## config.mk

```make
export PLATFORM = sky130hd
export DESIGN_NAME = serial_add_sub
export DESIGN_NICKNAME = d
export VERILOG_FILES = /design/src/rtl/serial_add_sub_pkg.sv /design/src/rtl/serial_add_sub_fa.sv /design/src/rtl/serial_add_sub.sv
export SDC_FILE = /design/constraint.sdc
export NUM_CORES = 1
export LEC_CHECK = 0
export BUFFER_PORTS_ARGS = -buffer_cell sky130_fd_sc_hd__buf_2
export CAP_MARGIN = 20
export CORE_ASPECT_RATIO = 0.9
export CORE_UTILIZATION = 30
export DETAILED_ROUTE_END_ITERATION = 7
export HOLD_SLACK_MARGIN = 0.03
export SLEW_MARGIN = 5
export SYNTH_ARGS = -nofsm -noshare
export SYNTH_HDL_FRONTEND = slang
export SYNTH_HIERARCHICAL = 1
export SYNTH_SLANG_ARGS = --single-unit
```

## constraint.sdc

```tcl
create_clock -name clk -period 5.1 [get_ports clk]
set_clock_uncertainty 0.05 [all_clocks]
set_input_delay 0.255 -clock clk [delete_from_list [all_inputs] [get_ports clk]]
set_output_delay 0.255 -clock clk [all_outputs]
set_load 0.01 [all_outputs]
```

## src/rtl/serial_add_sub_pkg.sv

```systemverilog
// Purpose: shared ALU encodings for the bit-serial adder/subtractor.
// Latency: n/a (constants and types only).
// Backpressure: n/a.
package serial_add_sub_pkg;

    // Control state of the serial add/sub sequencer.
    typedef enum logic [1:0] {
        IDLE = 2'd0,
        RUN  = 2'd1,
        DONE = 2'd2
    } state_t;

    // Operation select carried on the 'sub' input.
    localparam logic OP_ADD = 1'b0;
    localparam logic OP_SUB = 1'b1;

endpackage

```

## src/rtl/serial_add_sub_fa.sv

```systemverilog
// Purpose: one-bit full-adder cell, the only arithmetic in the serial ALU.
// Latency: combinational.
// Backpressure: none.
// Ports: A, B operand bits; cin carry in; sum result bit; cout carry out.
module serial_add_sub_fa (
    input  logic A,
    input  logic B,
    input  logic cin,
    output logic sum,
    output logic cout
);

    logic half;

    assign half = A ^ B;
    assign sum  = half ^ cin;
    assign cout = (A & B) | (cin & half);

endmodule

```

## src/rtl/serial_add_sub.sv

```systemverilog
// Purpose: bit-serial WIDTH-bit add/subtract using a single full-adder cell.
// Latency: start edge plus WIDTH edges; done pulses after edge WIDTH, next start at WIDTH+2.
// Backpressure: none; start is only sampled in IDLE, requests in RUN/DONE are dropped.
// Ports: clk, rst (async, active-high); start/sub/a/b request; busy, done status;
//        result/cout/zero/ovf registered, updated only when an operation completes.
module serial_add_sub
    import serial_add_sub_pkg::*;
#(
    parameter int WIDTH = 32
) (
    input  logic             clk,
    input  logic             rst,
    input  logic             start,
    input  logic             sub,
    input  logic [WIDTH-1:0] a,
    input  logic [WIDTH-1:0] b,
    output logic             busy,
    output logic             done,
    output logic [WIDTH-1:0] result,
    output logic             cout,
    output logic             zero,
    output logic             ovf
);

    localparam int CNT_W = $clog2(WIDTH);

    state_t           state;
    logic [WIDTH-1:0] a_sh;
    logic [WIDTH-1:0] b_sh;
    // Sum shifter keeps only WIDTH-1 bits; the final bit comes straight from the cell.
    logic [WIDTH-2:0] s_sh;
    logic             carry;
    logic [CNT_W-1:0] cnt;

    logic             fa_sum;
    logic             fa_cout;
    logic [WIDTH-1:0] s_nxt;

    serial_add_sub_fa u_fa (
        .A    (a_sh[0]),
        .B    (b_sh[0]),
        .cin  (carry),
        .sum  (fa_sum),
        .cout (fa_cout)
    );

    // New sum bit enters at the MSB; on the last bit this is the full result.
    assign s_nxt = {fa_sum, s_sh};

    always_ff @(posedge clk or posedge rst) begin
        if (rst) begin
            state  <= IDLE;
            a_sh   <= '0;
            b_sh   <= '0;
            s_sh   <= '0;
            carry  <= 1'b0;
            cnt    <= '0;
            busy   <= 1'b0;
            done   <= 1'b0;
            result <= '0;
            cout   <= 1'b0;
            zero   <= 1'b0;
            ovf    <= 1'b0;
        end else begin
            case (state)
                IDLE: begin
                    if (start) begin
                        // Subtract as a + ~b + 1: the +1 rides in on the initial carry.
                        a_sh  <= a;
                        b_sh  <= (sub == OP_ADD) ? b : ~b;
                        carry <= (sub == OP_SUB);
                        cnt   <= '0;
                        busy  <= 1'b1;
                        state <= RUN;
                    end
                end
                RUN: begin
                    s_sh  <= s_nxt[WIDTH-1:1];
                    a_sh  <= a_sh >> 1;
                    b_sh  <= b_sh >> 1;
                    carry <= fa_cout;
                    if (cnt == CNT_W'(WIDTH - 1)) begin
                        state  <= DONE;
                        busy   <= 1'b0;
                        done   <= 1'b1;
                        result <= s_nxt;
                        cout   <= fa_cout;
                        // Signed overflow: carry into the MSB differs from carry out of it.
                        ovf    <= carry ^ fa_cout;
                        zero   <= (s_nxt == '0);
                    end else begin
                        cnt <= cnt + 1'b1;
                    end
                end
                DONE: begin
                    done  <= 1'b0;
                    state <= IDLE;
                end
                default: begin
                    busy  <= 1'b0;
                    done  <= 1'b0;
                    state <= IDLE;
                end
            endcase
        end
    end

endmodule

```

* After elaboration in Yosys (flattened, before gate mapping)
Index checks and enable logic that the tools add are counted.
** Cells by class
- Add/sub/neg operators :: 1
- Equality and inequality tests :: 6
- Mux-type cells :: 18
- Bitwise operators :: 9
- Reductions and logical operators :: 9
** Operator list (number)
- 32-bit one-hot mux with 2 select lines :: 2
- 32-bit two-way mux :: 3
- 32-bit zero test :: 1
- 32-bit inverter :: 1
- 5-bit two-way mux :: 2
- 5-bit one-hot mux with 2 select lines :: 1
- 2-bit AND reduction :: 4
- 2-bit inequality test (second input constant) :: 3
- 3-bit AND reduction :: 2
- 5-bit by 1-bit adder with 5-bit output (second input constant) :: 1
- 5-bit equality test (second input constant) :: 1
- 1-bit two-way mux :: 4
- 2-bit two-way mux :: 2
- 1-bit one-hot mux with 2 select lines :: 2
- 2-bit one-hot mux with 2 select lines :: 1
- 1-bit one-hot mux with 3 select lines :: 1
- 1-bit XOR :: 3
- 1-bit AND :: 2
- 2-bit by 1-bit equality test with 1-bit output (second input constant) :: 1
- 2-bit equality test (second input constant) :: 1
- 2-bit zero test :: 1
- 1-bit inverter :: 2
- 2-bit nonzero test :: 1
- 1-bit OR :: 1
** Storage, ports and cells
- Register bits :: 140
- Bits of input ports :: 68
- Output and inout port bits :: 37

* Logic depth before layout (Yosys ltp)
- Depth after elaboration :: 4
- Mapped depth :: 8
- Depth with buffers taken out :: 6

* By module
The synthesis kept the hierarchy.
** By module, submodules not included
- serial_add_sub :: times used 1, cells each 533, area each 6382.4 µm², sequential area each 3503.4 µm²
- serial_add_sub_fa :: times used 1, cells each 1, area each 20.0 µm², sequential area each 0.0 µm²

* Worst setup path before layout
No wires, ideal clock.
- Kind :: register -> register
- Start point :: register cnt[0]
- End point :: register result[27]
- Setup time :: 0.125 ns
- Data arrival time :: 1.650 ns
- Required time :: 4.925 ns
- Path slack :: 3.275 ns
- Stages on the path, launching flop included :: 8
- Path buffers :: 2
- Clock period less this slack :: 1.825 ns
- Cell sequence :: dfrtp_1 > ha_1 > and3_1 > ha_1 > nand3b_4 > buf_6 > buf_6 > mux2_4
** Between the ends
- Cells in the longest elaborated chain, start to end :: 2
** Ends and longest elaborated chain
- start, declared :: RTL line serial_add_sub.sv:33 : logic [CNT_W-1:0] cnt;
- start signal, assigned :: RTL line serial_add_sub.sv:92 : cnt <= cnt + 1'b1;
- 5-bit equality test :: RTL line serial_add_sub.sv:82 : if (cnt == CNT_W'(WIDTH - 1)) begin
- 2-bit AND reduction (no line)
- end signal, assigned :: RTL line serial_add_sub.sv:86 : result <= s_nxt;
- end, declared :: RTL line serial_add_sub.sv:19 : output logic [WIDTH-1:0] result,
Every way passes these cells.
A chain may end at the register's enable or synchronous reset.

* Worst setup path in the final report
- Start point :: register state[1]
- End point :: register s_sh[11]
** Between the ends
- Cells in the longest elaborated chain, start to end :: 1
** Ends and longest elaborated chain
- start, declared :: RTL line serial_add_sub.sv:27 : state_t state;
- start signal, assigned :: RTL line serial_add_sub.sv:52 : state <= IDLE;
- start signal, assigned :: RTL line serial_add_sub.sv:74 : state <= RUN;
- start signal, assigned :: RTL line serial_add_sub.sv:83 : state <= DONE;
- 2-bit by 1-bit equality test with 1-bit output :: RTL line serial_add_sub.sv:65 : case (state)
- end signal, assigned :: RTL line serial_add_sub.sv:78 : s_sh <= s_nxt[WIDTH-1:1];
- end, declared :: RTL line serial_add_sub.sv:31 : logic [WIDTH-2:0] s_sh;
Every way passes these cells.

==> reports/qor.csv <==
stage;metric;value;unit
run_status;status;complete, no violations;
setup_path;Worst path slowest cell;and2b_1;
cells_and_area;nets;694;
detailed_routing;router iterations before antenna repair;4;
timing;Max Transition Viols Final;0;
setup_path;slowest stage delay, CP;0.88;ns
power;PwrDens;579;mW/mm^2
timing;final-report setup violation count;0;
cts;Root Driver;clkbuf_16;
detailed_routing;top sig layer;met4;
detailed_routing;Detail Route Antenna Nets;0;
cells_and_area;post-layout util;36.8;%
yosys;number of synthesized register bits;140;
cells_and_area;FF/Latch Area;0.00351;sq mm
floorplanning;die outline area;0.0219;sq mm
cells_and_area;Fillers;2096;
setup_path;CP startpoint;state[1];
setup_path;CP max FO;74;
placement;Detail Placement HPWL;8470;um
detailed_routing;met2 wire length;6370;um
floorplanning;Core Box Area;0.0208;sq mm
cells_and_area;share of cells above drive strength 1;33.2;%
yosys;syn avg cell area;12.0;sq um
global_routing;largest net degree at the start of global routing;98;
yosys;main area contributors after synthesis;dfrtp_1 55%, mux2_2 10%, xnor2_1 4.4%;
setup_path;Required @ worst endpoint;5.35;ns
detailed_routing;DR WL/cell;14.9;um
detailed_routing;initial DRC count;253;
setup_path;crit-path cells;buf_4, and2b_1, buf_4, mux2_2;
timing;setup repair after global routing missed its margin;no;
hold_path;Hold WC Path Type;primary input to flop;
cts;clk sinks;140;
power;VDD IR max;0.204;mV
setup_path;worst flop-to-flop path startpoint;state[1];
flow_run;Max Cap Violations;0;
placement;global placer's final weighted congestion;0.686;
cts;H-tree depth;4;
yosys;Synth area leader;dfrtp_1;
setup_path;Arrival @ worst endpoint;2.81;ns
setup_path;Worst Path Class, Setup;flop to flop;
detailed_routing;vias;4333;
power;Static Leak;3.29;nW
timing;final hold vios;0;
floorplanning;DIE HEIGHT;141;um
yosys;top cell type's share of synthesized area;54.7;%
timing;fin crit share;50.1;%
cts;CTS tree;built;
timing;setup TNS;0;ns
placement;Buffers on Ports;104;
cts;CTS Buffer Depth;2;
global_routing;vias in the first global route;4245;
cts;CTS Buf Count;17;
cells_and_area;commonest non-fill, non-tap cells in the layout;138 x dfrtp_1, 104 x buf_2, 59 x mux2_2;
yosys;Synth Warn #;6;
detailed_routing;final routed DRC violation total;0;
timing;Slew HR;38.9;%
yosys;syn nets;605;
cts;post-CTS setup repair buffer count;0;
yosys;synth unique cells;38;
global_routing;first-pass GRT wire length;22400;um
floorplanning;initial core utilization;30.7;%
cells_and_area;Multi-input gate area;0.00261;sq mm
timing;Period minus WS final;2.55;ns
detailed_routing;WL met3;449;um
cells_and_area;Area growth syn-to-layout;19.8;%
timing;f_max;391;MHz
setup_path;Startpoint Class;flop;
setup_path;most used cell, CP;buf_4;
hold_path;hold_sp;a[19];
global_routing;global route overflow;0;
floorplanning;I/O pin count;105;
global_routing;GRT Overall Usage;13.1;%
cts;clk slew on worst S/H paths;0.06;ns
floorplanning;# rows;50;
cells_and_area;antenna diode count;0;
timing;worst slew pin tran;0.917;ns
yosys;Post-Syn Instances;534;
cts;clock latency on the worst-skew pair;0.42;ns
global_routing;initial antenna violation count;0;
detailed_routing;M1 WL;6670;um
yosys;Syn Std Cell Area;0.00640;sq mm
floorplanning;Die Width;156;um
setup_path;nature of the critical path endpoint;flop;
yosys;Seq/Total Area, Yosys;54.7;%
detailed_routing;final wirelength;13700;um
detailed_routing;DR vias/cell;4.70;
cells_and_area;commonest non-fill, non-tap cell in the layout;dfrtp_1;
-- cell type report --
cell class / instances / area share (%)
clock buffer: 20 / 5.95
clock inverter: 12 / 1.79
inverter: 6 / 0.359
multi-input combinational: 347 / 34.0
sequential: 140 / 45.7
tap: 286 / 4.67
timing repair buffer: 111 / 7.50
-- Yosys cell counts --
cell type,n
dfrtp_1,140
mux2_2,59
a21oi_1,42
nor2b_1,40
o21ai_0,34
nand2_1,32
xnor2_1,32
o22a_1,31
a22oi_1,28
buf_4,15
buf_2,10
clkbuf_1,8
nor4_1,8
buf_6,6
inv_1,6
and3b_1,4
mux2_4,4
nor2_1,4
a22o_1,3
mux2_1,3
o21ai_1,3
and2b_1,2
clkbuf_4,2
ha_1,2
nand2b_1,2
nand4_1,2
a21o_1,1
a221oi_1,1
and3_1,1
fa_1,1
nand3_1,1
nand3b_4,1
nand4b_1,1
nor2_2,1
o21bai_4,1
o22ai_1,1
o31ai_1,1
xor2_1,1
-- metrics by stage --
step / instance area, sq um / worst slack (ns) / power, mW / instances / hold WS [ns]
final: 7670 / 2.55 / 4.44 / 922 / 0.0776
after global routing: 7670 / 2.38 / 4.76 / 922 / 0.0756
after CTS: 7670 / 2.49 / 4.51 / 922 / 0.0604
after detailed placement: 7070 / 2.52 / 3.24 / 889 / 0.419
after global placement: 7070 / 2.52 / 3.21 / 889 / 0.411
after floorplan: 6400 / 1.04 / 2.89 / 534 / 0.387
-- worst max-delay path, delay by kind of cell (launching register included) --
family                 cells  cell delay [ns]
multiplexers               1             0.37
flip-flops                 1             0.38
AND/OR/NAND/NOR            1             0.88
buffers and inverters      2             0.73
-- final timing paths --
kind	depth (start not counted)	slack, ns	end
min in group asynchronous	3	0.54	result[29]
max in group asynchronous	4	3.35	s_sh[13]
hold / removal	3	0.08	a_sh[19]
setup reg to reg	4	2.55	s_sh[11]
setup / recovery	4	2.55	s_sh[11]
hold reg to reg	2	0.42	ovf
-- cell families (layout without fill, tap and decap cells) --
logic type / after synthesis / count (layout) / synth area share (%)
mux: 66 / 66 / 11.8
buf+inv: 47 / 149 / 4.65
compound gates: 146 / 146 / 14.9
xor+xnor: 33 / 33 / 4.51
flops: 140 / 140 / 54.7
fa+ha+maj: 3 / 3 / 0.703
simple gates: 99 / 99 / 8.70
-- registers in the layout (all words and copies together), names as in the netlist --
register and cells:
a_sh 32, b_sh 32, result 32, s_sh 31
cnt 5, state 2, busy 1, carry 1
cout 1, done 1, ovf 1, zero 1
-- metal layers --
metal	global-route usage (%)	up-vias
li1	-	2090
met1	18.0	2159
met2	19.8	67
met3	3.54	17
met4	4.64	0
met5	0	-
-- report_power, final --
part / leakage [nW] / switching (mW) / internal, mW
combinational: 1.33 / 0.584 / 0.700
clock: 0.287 / 0.491 / 0.751
sequential: 1.68 / 0.319 / 1.59
total: 3.29 / 1.39 / 3.05
-- repair_timing --
item / CTS / global route
hold buffers: 1 / 0
resized for setup: 0 / 0
endpoints found under the hold margin: 12 / 0
Note: power is estimated with default switching activity, not from simulation.
